<file path="src/rtl/pooling_stream_ctrl_pkg.sv">
// Shared definitions for the pooling stream controller slice.
// Contents:
//   pixel_t   - signed 32-bit feature-map word
//   state_t   - sequencer states
//   idx_width - width needed to index n items, never less than 1 bit
package pooling_stream_ctrl_pkg;

  typedef logic signed [31:0] pixel_t;

  typedef enum logic [2:0] {
    IDLE   = 3'd0,
    FILL   = 3'd1,
    LOAD   = 3'd2,
    EMIT   = 3'd3,
    SKIP   = 3'd4,
    FINISH = 3'd5
  } state_t;

  function automatic int idx_width(input int n);
    return (n <= 1) ? 1 : $clog2(n);
  endfunction

endpackage

</file>
<file path="src/rtl/pooling_stream_ctrl_if.sv">
// Handshake bundle between the pooling controller and its environment.
// Signals: start/busy/done frame control, in_* pixel stream, out_* result
// stream. IDX_W is the width of out_index.
// Modports: slave = the controller, master = the driving environment.
interface pooling_stream_ctrl_if #(
  parameter int IDX_W = 2
) ();
  import pooling_stream_ctrl_pkg::*;

  logic             start;
  logic             busy;
  logic             done;
  logic             in_valid;
  logic             in_ready;
  pixel_t           in_data;
  logic             out_valid;
  logic             out_ready;
  pixel_t           out_data;
  logic [IDX_W-1:0] out_index;

  modport master (
    output start, in_valid, in_data, out_ready,
    input  busy, done, in_ready, out_valid, out_data, out_index
  );

  modport slave (
    input  start, in_valid, in_data, out_ready,
    output busy, done, in_ready, out_valid, out_data, out_index
  );

endinterface

</file>
<file path="src/rtl/pooling_stream_ctrl_max_pool.sv">
// max_pool: combinational signed maximum over one square window.
// Ports:
//   i_window - WINDOW_SIZE*WINDOW_SIZE pixels, packed row-major (k*W+l)
//   o_max    - largest pixel, signed comparison
module max_pool
  import pooling_stream_ctrl_pkg::*;
#(
  parameter int WINDOW_SIZE = 2
) (
  input  pixel_t i_window [WINDOW_SIZE*WINDOW_SIZE],
  output pixel_t o_max
);

  localparam int N = WINDOW_SIZE * WINDOW_SIZE;

  pixel_t w_max;

  // Linear scan keeping the running signed maximum.
  always_comb begin
    w_max = i_window[0];
    for (int i = 1; i < N; i++) begin
      if (i_window[i] > w_max) begin
        w_max = i_window[i];
      end else begin
        w_max = w_max;
      end
    end
  end

  assign o_max = w_max;

endmodule

</file>
<file path="src/rtl/pooling_stream_ctrl.sv">
// pooling_stream_ctrl: streaming sequencer for one max-pooling channel.
// Collects POOLING_SIZE rows of a raster pixel stream into a strip buffer,
// then feeds each window of the strip to max_pool and emits one result per
// window. Trailing columns/rows that do not fill a window are consumed and
// dropped.
// Ports:
//   clk   - rising-edge clock
//   reset - asynchronous active-high reset
//   bus   - slave side of pooling_stream_ctrl_if (frame control, pixel in,
//           pooled result out with raster index)
module pooling_stream_ctrl
  import pooling_stream_ctrl_pkg::*;
#(
  parameter int INPUT_SIZE   = 4,
  parameter int POOLING_SIZE = 2
) (
  input logic                  clk,
  input logic                  reset,
  pooling_stream_ctrl_if.slave bus
);

  localparam int OUT_SIZE  = INPUT_SIZE / POOLING_SIZE;
  localparam int OUT_COUNT = OUT_SIZE * OUT_SIZE;
  localparam int USED_COLS = OUT_SIZE * POOLING_SIZE;
  localparam int WIN       = POOLING_SIZE * POOLING_SIZE;
  localparam int IDX_W     = idx_width(OUT_COUNT);
  localparam int CW        = idx_width(INPUT_SIZE + 1);

  state_t           r_state;
  state_t           w_next;
  logic [CW-1:0]    r_row, r_col, r_sr, r_oc, r_orow;
  pixel_t           r_out_data;
  logic [IDX_W-1:0] r_out_index;
  pixel_t           r_buf [POOLING_SIZE][USED_COLS];
  pixel_t           w_window [WIN];
  pixel_t           w_max;
  logic             w_in_ready, w_out_valid, w_busy, w_done;
  logic             w_in_xfer, w_last_col;

  assign w_in_xfer  = bus.in_valid && w_in_ready;
  assign w_last_col = (r_col == CW'(INPUT_SIZE - 1));

  // State register.
  always_ff @(posedge clk or posedge reset) begin
    if (reset) begin
      r_state <= IDLE;
    end else begin
      r_state <= w_next;
    end
  end

  // Next-state decode.
  always_comb begin
    w_next = r_state;
    case (r_state)
      IDLE:   w_next = bus.start ? FILL : IDLE;
      FILL:   w_next = (w_in_xfer && w_last_col && r_sr == CW'(POOLING_SIZE - 1)) ? LOAD : FILL;
      LOAD:   w_next = EMIT;
      EMIT: begin
        if (!bus.out_ready) begin
          w_next = EMIT;
        end else if (r_oc < CW'(OUT_SIZE - 1)) begin
          w_next = LOAD;
        end else if (r_orow < CW'(OUT_SIZE - 1)) begin
          w_next = FILL;
        end else if (USED_COLS < INPUT_SIZE) begin
          w_next = SKIP;
        end else begin
          w_next = FINISH;
        end
      end
      SKIP:   w_next = (w_in_xfer && w_last_col && r_row == CW'(INPUT_SIZE - 1)) ? FINISH : SKIP;
      FINISH: w_next = IDLE;
      default: w_next = IDLE;
    endcase
  end

  // Handshake and status outputs decoded from the registered state.
  always_comb begin
    w_in_ready  = 1'b0;
    w_out_valid = 1'b0;
    w_busy      = 1'b0;
    w_done      = 1'b0;
    case (r_state)
      IDLE:   w_busy = 1'b0;
      FILL:   begin w_in_ready = 1'b1; w_busy = 1'b1; end
      LOAD:   w_busy = 1'b1;
      EMIT:   begin w_out_valid = 1'b1; w_busy = 1'b1; end
      SKIP:   begin w_in_ready = 1'b1; w_busy = 1'b1; end
      FINISH: begin w_done = 1'b1; w_busy = 1'b1; end
      default: w_busy = 1'b0;
    endcase
  end

  // Pixel/output counters and the registered result.
  always_ff @(posedge clk or posedge reset) begin
    if (reset) begin
      r_row       <= CW'(0);
      r_col       <= CW'(0);
      r_sr        <= CW'(0);
      r_oc        <= CW'(0);
      r_orow      <= CW'(0);
      r_out_data  <= 32'sd0;
      r_out_index <= IDX_W'(0);
    end else begin
      case (r_state)
        IDLE: begin
          if (bus.start) begin
            r_row  <= CW'(0);
            r_col  <= CW'(0);
            r_sr   <= CW'(0);
            r_oc   <= CW'(0);
            r_orow <= CW'(0);
          end
        end
        FILL, SKIP: begin
          if (w_in_xfer) begin
            if (w_last_col) begin
              r_col <= CW'(0);
              r_row <= (r_row == CW'(INPUT_SIZE - 1)) ? CW'(0) : r_row + CW'(1);
              r_sr  <= (r_sr == CW'(POOLING_SIZE - 1)) ? CW'(0) : r_sr + CW'(1);
            end else begin
              r_col <= r_col + CW'(1);
            end
          end
        end
        LOAD: begin
          r_out_data  <= w_max;
          r_out_index <= IDX_W'(int'(r_orow) * OUT_SIZE + int'(r_oc));
        end
        EMIT: begin
          if (bus.out_ready) begin
            if (r_oc < CW'(OUT_SIZE - 1)) begin
              r_oc <= r_oc + CW'(1);
            end else begin
              r_oc <= CW'(0);
              if (r_orow < CW'(OUT_SIZE - 1)) begin
                r_orow <= r_orow + CW'(1);
              end
            end
          end
        end
        default: r_oc <= r_oc;
      endcase
    end
  end

  // Strip buffer capture; its contents carry no meaning after reset, so it
  // has no reset branch. Trailing columns never match a slot and are dropped.
  always_ff @(posedge clk) begin
    if (r_state == FILL && w_in_xfer) begin
      for (int s = 0; s < POOLING_SIZE; s++) begin
        for (int c = 0; c < USED_COLS; c++) begin
          if (r_sr == CW'(s) && r_col == CW'(c)) begin
            r_buf[s][c] <= bus.in_data;
          end
        end
      end
    end
  end

  // Window select for the current output column, packed k*POOLING_SIZE+l.
  always_comb begin
    for (int i = 0; i < WIN; i++) begin
      w_window[i] = 32'sd0;
    end
    for (int j = 0; j < OUT_SIZE; j++) begin
      if (r_oc == CW'(j)) begin
        for (int k = 0; k < POOLING_SIZE; k++) begin
          for (int l = 0; l < POOLING_SIZE; l++) begin
            w_window[k*POOLING_SIZE + l] = r_buf[k][j*POOLING_SIZE + l];
          end
        end
      end else begin
        w_window[0] = w_window[0];
      end
    end
  end

  max_pool #(.WINDOW_SIZE(POOLING_SIZE)) u_max_pool (
    .i_window (w_window),
    .o_max    (w_max)
  );

  assign bus.in_ready  = w_in_ready;
  assign bus.out_valid = w_out_valid;
  assign bus.busy      = w_busy;
  assign bus.done      = w_done;
  assign bus.out_data  = r_out_data;
  assign bus.out_index = r_out_index;

endmodule
</file>
<file path="src/flat_wrapper.sv">
// flat-port wrapper written by rule: the top's interface ports become plain ports
module pooling_stream_ctrl_flat import pooling_stream_ctrl_pkg::*;
#(
  parameter int INPUT_SIZE   = 4,
  parameter int POOLING_SIZE = 2
)
  (clk, reset, bus_start, bus_in_valid, bus_in_data, bus_out_ready, bus_busy, bus_done, bus_in_ready, bus_out_valid, bus_out_data, bus_out_index);
  pooling_stream_ctrl_if bus_i ();
  input logic clk;
  input logic reset;
  input wire logic [$bits(bus_i.start)-1:0] bus_start;
  input wire logic [$bits(bus_i.in_valid)-1:0] bus_in_valid;
  input wire logic [$bits(bus_i.in_data)-1:0] bus_in_data;
  input wire logic [$bits(bus_i.out_ready)-1:0] bus_out_ready;
  output wire logic [$bits(bus_i.busy)-1:0] bus_busy;
  output wire logic [$bits(bus_i.done)-1:0] bus_done;
  output wire logic [$bits(bus_i.in_ready)-1:0] bus_in_ready;
  output wire logic [$bits(bus_i.out_valid)-1:0] bus_out_valid;
  output wire logic [$bits(bus_i.out_data)-1:0] bus_out_data;
  output wire logic [$bits(bus_i.out_index)-1:0] bus_out_index;
  assign bus_i.start = bus_start;
  assign bus_i.in_valid = bus_in_valid;
  assign bus_i.in_data = bus_in_data;
  assign bus_i.out_ready = bus_out_ready;
  assign bus_busy = bus_i.busy;
  assign bus_done = bus_i.done;
  assign bus_in_ready = bus_i.in_ready;
  assign bus_out_valid = bus_i.out_valid;
  assign bus_out_data = bus_i.out_data;
  assign bus_out_index = bus_i.out_index;
  pooling_stream_ctrl #(.INPUT_SIZE(INPUT_SIZE), .POOLING_SIZE(POOLING_SIZE)) u_core (.clk(clk), .reset(reset), .bus(bus_i));
endmodule
</file>
<file path="config.mk">
export PLATFORM = sky130hd
export DESIGN_NAME = pooling_stream_ctrl_flat
export DESIGN_NICKNAME = d
export VERILOG_FILES = /design/src/rtl/pooling_stream_ctrl_pkg.sv /design/src/rtl/pooling_stream_ctrl_if.sv /design/src/rtl/pooling_stream_ctrl_max_pool.sv /design/src/rtl/pooling_stream_ctrl.sv /design/src/flat_wrapper.sv
export SDC_FILE = /design/constraint.sdc
export NUM_CORES = 1
export LEC_CHECK = 0
export BUFFER_PORTS_ARGS = -buffer_cell sky130_fd_sc_hd__buf_2
export CAP_MARGIN = 20
export CORE_UTILIZATION = 30
export DETAILED_ROUTE_END_ITERATION = 10
export PLACE_DENSITY_LB_ADDON = 0.05
export SLEW_MARGIN = 40
export SYNTH_ARGS = -nofsm -noshare
export SYNTH_HDL_FRONTEND = slang
export SYNTH_SLANG_ARGS = --single-unit
</file>
<file path="constraint.sdc">
create_clock -name clk -period 10.1 [get_ports clk]
set_input_delay 0.505 -clock clk [delete_from_list [all_inputs] [get_ports clk]]
set_output_delay 0.505 -clock clk [all_outputs]
set_load 0.02 [all_outputs]
</file>
== Word level (Yosys, flattened, before mapping) ==
Memories as Yosys holds them, arrays and structs flattened.
Cells that the tools add are included.

* Bits in registers: 52
* Bits in writable memories: 256
* Input bits: 37
* Output and inout port bits: 38
* Logic and storage cells: 127
* Memories kept: 1

* $add $sub $neg: 6
* Magnitude comparators: 5
* Eq/ne operators: 17
* Mux-type cells: 64
* Reductions and logical operators: 26

{| class="wikitable"
|+ Memory list
! name !! depth !! width !! read ports !! clocked after memory_dff !! wr ports !! line !! RTL
|-
| u_core.r_buf || 2 || 128 || 2 || 0 || 1 || pooling_stream_ctrl.sv:34 || <nowiki>pixel_t r_buf [POOLING_SIZE][USED_COLS];</nowiki>
|}

{| class="wikitable"
|+ Operators by type and width
! operator !! number
|-
| $mux W96 || 2
|-
| $mux W32 || 5
|-
| $mux W128 || 1
|-
| $reduce_or A128 Y1 || 1
|-
| $gt A32 B32 Y1 || 3
|-
| $mux W3 || 17
|-
| $mux W1 || 31
|-
| $pmux W3 S2 || 5
|-
| $add A3 B1 Y3 const B || 5
|-
| $eq A3 B2 Y1 const B || 5
|-
| $pmux W3 S5 || 1
|-
| $logic_and A1 B1 Y1 || 13
|-
| $eq A3 B1 Y1 const B || 4
|-
| $logic_not A3 Y1 || 4
|-
| $eq A3 B3 Y1 const B || 2
|-
| $lt A3 B1 Y1 const B || 2
|-
| $ne A2 B1 Y1 const B || 3
|-
| $ne A2 B2 Y1 const B || 3
|-
| $reduce_and A3 Y1 || 2
|-
| $reduce_and A5 Y1 || 1
|-
| $reduce_or A5 Y1 || 1
|-
| $mux W4 || 1
|-
| $reduce_and A4 Y1 || 1
|-
| $reduce_bool A2 Y1 || 2
|-
| 3 further kinds || 3
|}

== Depth between registers and ports, before layout ==
* Word-level depth: 9
* Mapped depth: 46
* Depth with buffers taken out: 37

== Hierarchy ==
A second synthesis with hierarchy kept.

* Cells, all modules: 1,197
* Area total of the unflattened synthesis: 15,536.2 um2

{| class="wikitable"
|+ Modules (own cells, without submodules)
! module !! instances !! cells an instance !! area each (um2) !! sequential area each (um2)
|-
| pooling_stream_ctrl || 1 || 606 || 11,415.9 || 8,988.6
|-
| max_pool || 1 || 591 || 4,120.2 || 0.0
|}

== Worst setup path after synthesis ==
Ideal clock, no wire load.

* Kind: reg-to-reg
* Start: register u_core.r_oc[1]
* End: register u_core.r_out_data[11] (netlist: u_core.bus.out_data[11])
* Arrival: 9.427 ns
* Data required time: 9.962 ns
* Path slack: 0.534 ns
* Stages on the path, launching flop included: 47
* Path buffers: 9
* Period minus slack after synthesis: 9.566 ns
* Cell sequence: dfrtp_1 > inv_1 > ha_1 > nor3b_2 > buf_4 > clkbuf_1 > buf_1 > a22oi_1 > ha_1 > nand4_1 > or4_4 > nor2_1 > and4_1 > nor4_4 > or2_1 > buf_4 > buf_4 > nand2_1 > (+11 left out) > o211ai_4 > buf_6 > mux2i_1 > ha_1 > a21o_1 > a21oi_1 > nor2b_1 > o21ai_0 > nand2b_1 > a221o_1 > a2111oi_0 > a21o_1 > and3_1 > clkbuf_1 > nand2b_1 > clkbuf_1 > clkbuf_1 > o211ai_1

* Cells in the longest elaborated chain, start to end: 9

{| class="wikitable"
|+ RTL lines
! what !! line !! RTL
|-
| from (decl) || pooling_stream_ctrl.sv:31 || <nowiki>logic [CW-1:0] r_row, r_col, r_sr, r_oc, r_orow;</nowiki>
|-
| from (signal assigned) || pooling_stream_ctrl.sv:134 || <nowiki>r_oc <= r_oc + CW'(1);</nowiki>
|-
| from (signal assigned) || pooling_stream_ctrl.sv:143 || <nowiki>default: r_oc <= r_oc;</nowiki>
|-
| $logic_not A3 Y1 || pooling_stream_ctrl.sv:168 || <nowiki>if (r_oc == CW'(j)) begin</nowiki>
|-
| $mux W96 / $mux W32 (equally long branches) (2 in a row) || pooling_stream_ctrl.sv:168 ||
|-
| $gt A32 B32 Y1 || pooling_stream_ctrl_max_pool.sv:22 || <nowiki>if (i_window[i] > w_max) begin</nowiki>
|-
| $mux W32 || pooling_stream_ctrl_max_pool.sv:22 ||
|-
| $gt A32 B32 Y1 || pooling_stream_ctrl_max_pool.sv:22 ||
|-
| $mux W32 || pooling_stream_ctrl_max_pool.sv:22 ||
|-
| $gt A32 B32 Y1 || pooling_stream_ctrl_max_pool.sv:22 ||
|-
| $mux W32 (*) || pooling_stream_ctrl_max_pool.sv:22 ||
|-
| to (signal assigned) || pooling_stream_ctrl.sv:128 || <nowiki>r_out_data <= w_max;</nowiki>
|-
| to (decl) || pooling_stream_ctrl.sv:32 || <nowiki>pixel_t r_out_data;</nowiki>
|}

Mark *: on every way between the ends. The rest lies on a longest branch, timed or not.
A chain may end at the register's enable or synchronous reset.

== Worst setup path after layout ==
* Start: register u_core.r_oc[0]
* End: register u_core.r_out_data[19] (netlist: u_core.bus.out_data[19])

The elaborated chain is that of the path after synthesis.

==> metrics.md <==
| Metric | Value |
|---|---|
| Status | `completed` |
| Area of the core | `47,900 um^2` |
| Total vias in the final route | `9,459` |
| Hpwl dp | `28,300 um` |
| Prevailing post-synth register cell | `edfxtp_1` |
| CP max-delay cell | `or4_4` |
| Cell area after synthesis | `between 10,000 and 15,000 um^2` |
| Top cell by count, worst path | `buf_4` |
| Crit share post-route | `95.9%` |
| Latest clock arrival within the worst-skew pair | `0.55 ns` |
| Yosys warns | `0` |
| DRC viols | `0` |
| Syn Inst Count | `1,102` |
| Post-route minimum period | `9.68 ns` |
| Inst Count DP | `1,773` |
| Top Ports | `75` |
| Post-route ant nets | `0` |
| Maximum clock path buffer count | `3` |
| Netlist cell types | `64` |
| Synth top area cells | `edfxtp_1 52%, dfrtp_1 8.9%, ha_1 8.6%` |
| DIE WIDTH | `around 220 um` |
| Post-DR vias/cell | `5.11` |
| Final hold vios | `0` |
| H-tree depth | `2` |
| Port Buf Inserts | `74` |
| RSZ-0062 raised after global routing | `no` |
| Min-Delay Path Class | `input pin to asynchronous set/reset pin` |
| Clock sinks | `308` |
| Root buf cell | `clkbuf_16` |
| Simple logic cell fraction of the synthesized area | `8.38%` |
| GP Congestion | `0.749` |
| Final WL | `about 43,000 um` |
| Mux cell area share after synthesis | `2.43%` |
| Critical Path RT | `10.53 ns` |
| Post-synth top area share | `approximately 52%` |
| Fin Clk Skew | `0.0170 ns` |
| CTS tree | `yes` |
| Initial antenna violation count | `0` |
| Die footprint | `49,800 um^2` |
| Post-Synth XOR/XNOR Area | `0.179%` |
| Cell taking the most area after synthesis | `edfxtp_1` |
| Worst Max-Slew Pin Slew | `0.751 ns` |
| # rows | `80` |
| ANT cells | `0` |
| Flops & latches, synth | `between 300 and 400` |
| Slew headroom | `49.8%` |
| Final std cells w/o fill | `1,852` |
| Largest family of logic cells by synthesized area | `compound AO/OA/AOI/OAI gates` |
| Initial core utilization | `30.6%` |
| Drt initial violations | `498` |
| WP buf/inv | `11` |
| Async set-reset flop share out of synthesis | `16.9%` |
| Cts bufs inserted | `38` |
| Commonest cells after routing, fill and taps aside | `256 x edfxtp_1, 100 x ha_1, 92 x a22o_1` |
| Clock slew seen by the registers of the worst setup and hold paths | `~0.060 ns` |
| Total grt overflow | `0` |
| Synth Area in Adders | `8.70%` |
| Complex-gate fraction of the synthesized area | `16.0%` |
| Final setup vio count | `0` |
| Vias in the first global route | `9,796` |
| Wire per inst | `23.4 um` |
| Syn Area/Cell | `around 13 um^2` |
| Placed cell area | `between 15,000 and 20,000 um^2` |
| First-pass DRT Iterations | `4` |
| Final #Nets | `roughly 1,300` |
| Peak Freq | `0.103 GHz` |
| Commonest non-fill, non-tap cell in the layout | `edfxtp_1` |
| Hold-fix buffers at CTS | `0` |
| Slew Viols, Final | `0` |
| Crit path DAT | `10.11 ns` |
| Sequential fraction of the synthesis area | `61.3%` |
| Crit-path leading delay family | `simple AND/OR/NAND/NOR gates` |
| CP endpoint kind | `register` |
| Number of flops mapped to enable cells by yosys | `256` |
| Die Ht | `approximately 220 um` |
| Share of cells above drive strength 1 | `between 10% and 20%` |
| Largest net degree at the start of global routing | `53` |
| R2R setup slack | `0.42 ns` |
| Crit start category | `register` |
| Finished Cell Area | `17,300 um^2` |
| Setup CP Type | `register to register` |
| Global-route usage over all layers | `17.7%` |
| CP Max Fanout | `17` |
| Slowest stage delay, CP | `0.58 ns` |
| First-pass GRT wire length | `64,700 um` |
| Hold WS | `0.103 ns` |
| MaxCap Viol Count | `0` |
| Synthesized Nets | `between 1,000 and 1,500` |
| Synthesis-to-layout area growth | `18.3%` |
-- cell usage after synthesis, types with 3 or more instances --
library cell	number
a22oi_1	36
a22o_1	92
nor3_1	14
o21a_1	33
and3_1	6
nand4_1	20
a211oi_1	4
and2_1	3
ha_1	101
nor3b_1	3
buf_6	3
nor2_1	34
edfxtp_1	256
or3_1	6
nand2b_1	9
a21oi_1	35
buf_1	7
nand3b_1	3
inv_1	43
o211ai_1	31
and4_1	4
nand3_1	39
mux2i_1	33
nand2_1	90
a21o_1	25
dfrtp_1	52
o21ai_0	25
buf_4	10
nor2b_1	6
clkbuf_1	33
a221o_1	4
xnor2_1	3
-- worst reg2reg max path, delay by kind of cell (launching register included) --
kind / cells / cell delay (ns)
compound gates: 14 / 3.01
fa+ha+maj: 4 / 1.13
buf+inv: 11 / 1.71
flops: 1 / 0.41
mux: 1 / 0.24
simple gates: 16 / 3.10
-- metrics by stage --
stage / setup TNS, ns / worst slack (ns) / util, %
4_1_cts: 0 / 0.0248 / 35.9
3_5_place_dp: -9.48 / -0.359 / 33.3
2_1_floorplan: 0 / 0.534 / -
3_3_place_gp: -6.39 / -0.251 / 33.3
6_report: 0 / 0.416 / 36.2
5_1_grt: 0 / 0.00537 / 36.2
-- repair_timing --
item / in CTS / in global routing
pin swaps: 2 / 4
resized for setup: 7 / 11
gates cloned: 1 / 1
setup buffers: 4 / 7
setup endpoints to repair: 32 / 32
-- worst paths after layout --
path,startpoint,endpoint,cells past startpoint
setup / recovery,u_core.r_oc[0],u_core.bus.out_data[19],46
hold / removal,reset,u_core.bus.out_data[15],3
setup reg to reg,u_core.r_oc[0],u_core.bus.out_data[19],46
hold reg to reg,u_core.bus.out_index[0],u_core.bus.out_index[0],2
max in group asynchronous,reset,u_core.r_oc[0],3
min in group clk,bus_in_data[23],u_core.r_buf[0][55],1
-- flip-flops by register name, indices dropped and copies added, names as in the netlist --
signal,cells
u_core.r_buf,256
u_core.bus.out_data,32
u_core.r_col,3
u_core.r_oc,3
u_core.r_orow,3
u_core.r_row,3
u_core.r_sr,3
u_core.r_state,3
u_core.bus.out_index,2
-- logic make-up (layout without fill, tap and decap cells) --
family                   Yosys count  in the layout
multiplexers                      35             35
AND/OR/NAND/NOR                  248            248
AO/OA/AOI/OAI                    308            308
flip-flops                       308            308
XOR/XNOR                           3              3
buffers and inverters             98            233
adder cells (fa/ha/maj)          102            102
-- final cells by class --
| type | instances | area [um^2] |
|---|---|---|
| multi-input cells | 696 | 5350 |
| repair buffers | 124 | 895 |
| flip-flops and latches | 308 | 8990 |
| fillers | 4629 | 30600 |
| well taps | 615 | 769 |
| clock inverters | 18 | 130 |
| clock buffers | 48 | 1050 |
| inverters | 43 | 161 |
-- per-layer routing --
metal / routed length [um] / vias up / global-route usage, %
li1: - / 4525 / -
met1: 19500 / 4747 / 23.1
met2: 21500 / 136 / 30.5
met3: 1470 / 51 / 2.45
met4: 862 / 0 / 5.09
met5: 0 / - / 0
Power is not shown: default switching activity piles up to over one toggle a cycle in this logic, so the estimate is an artifact.
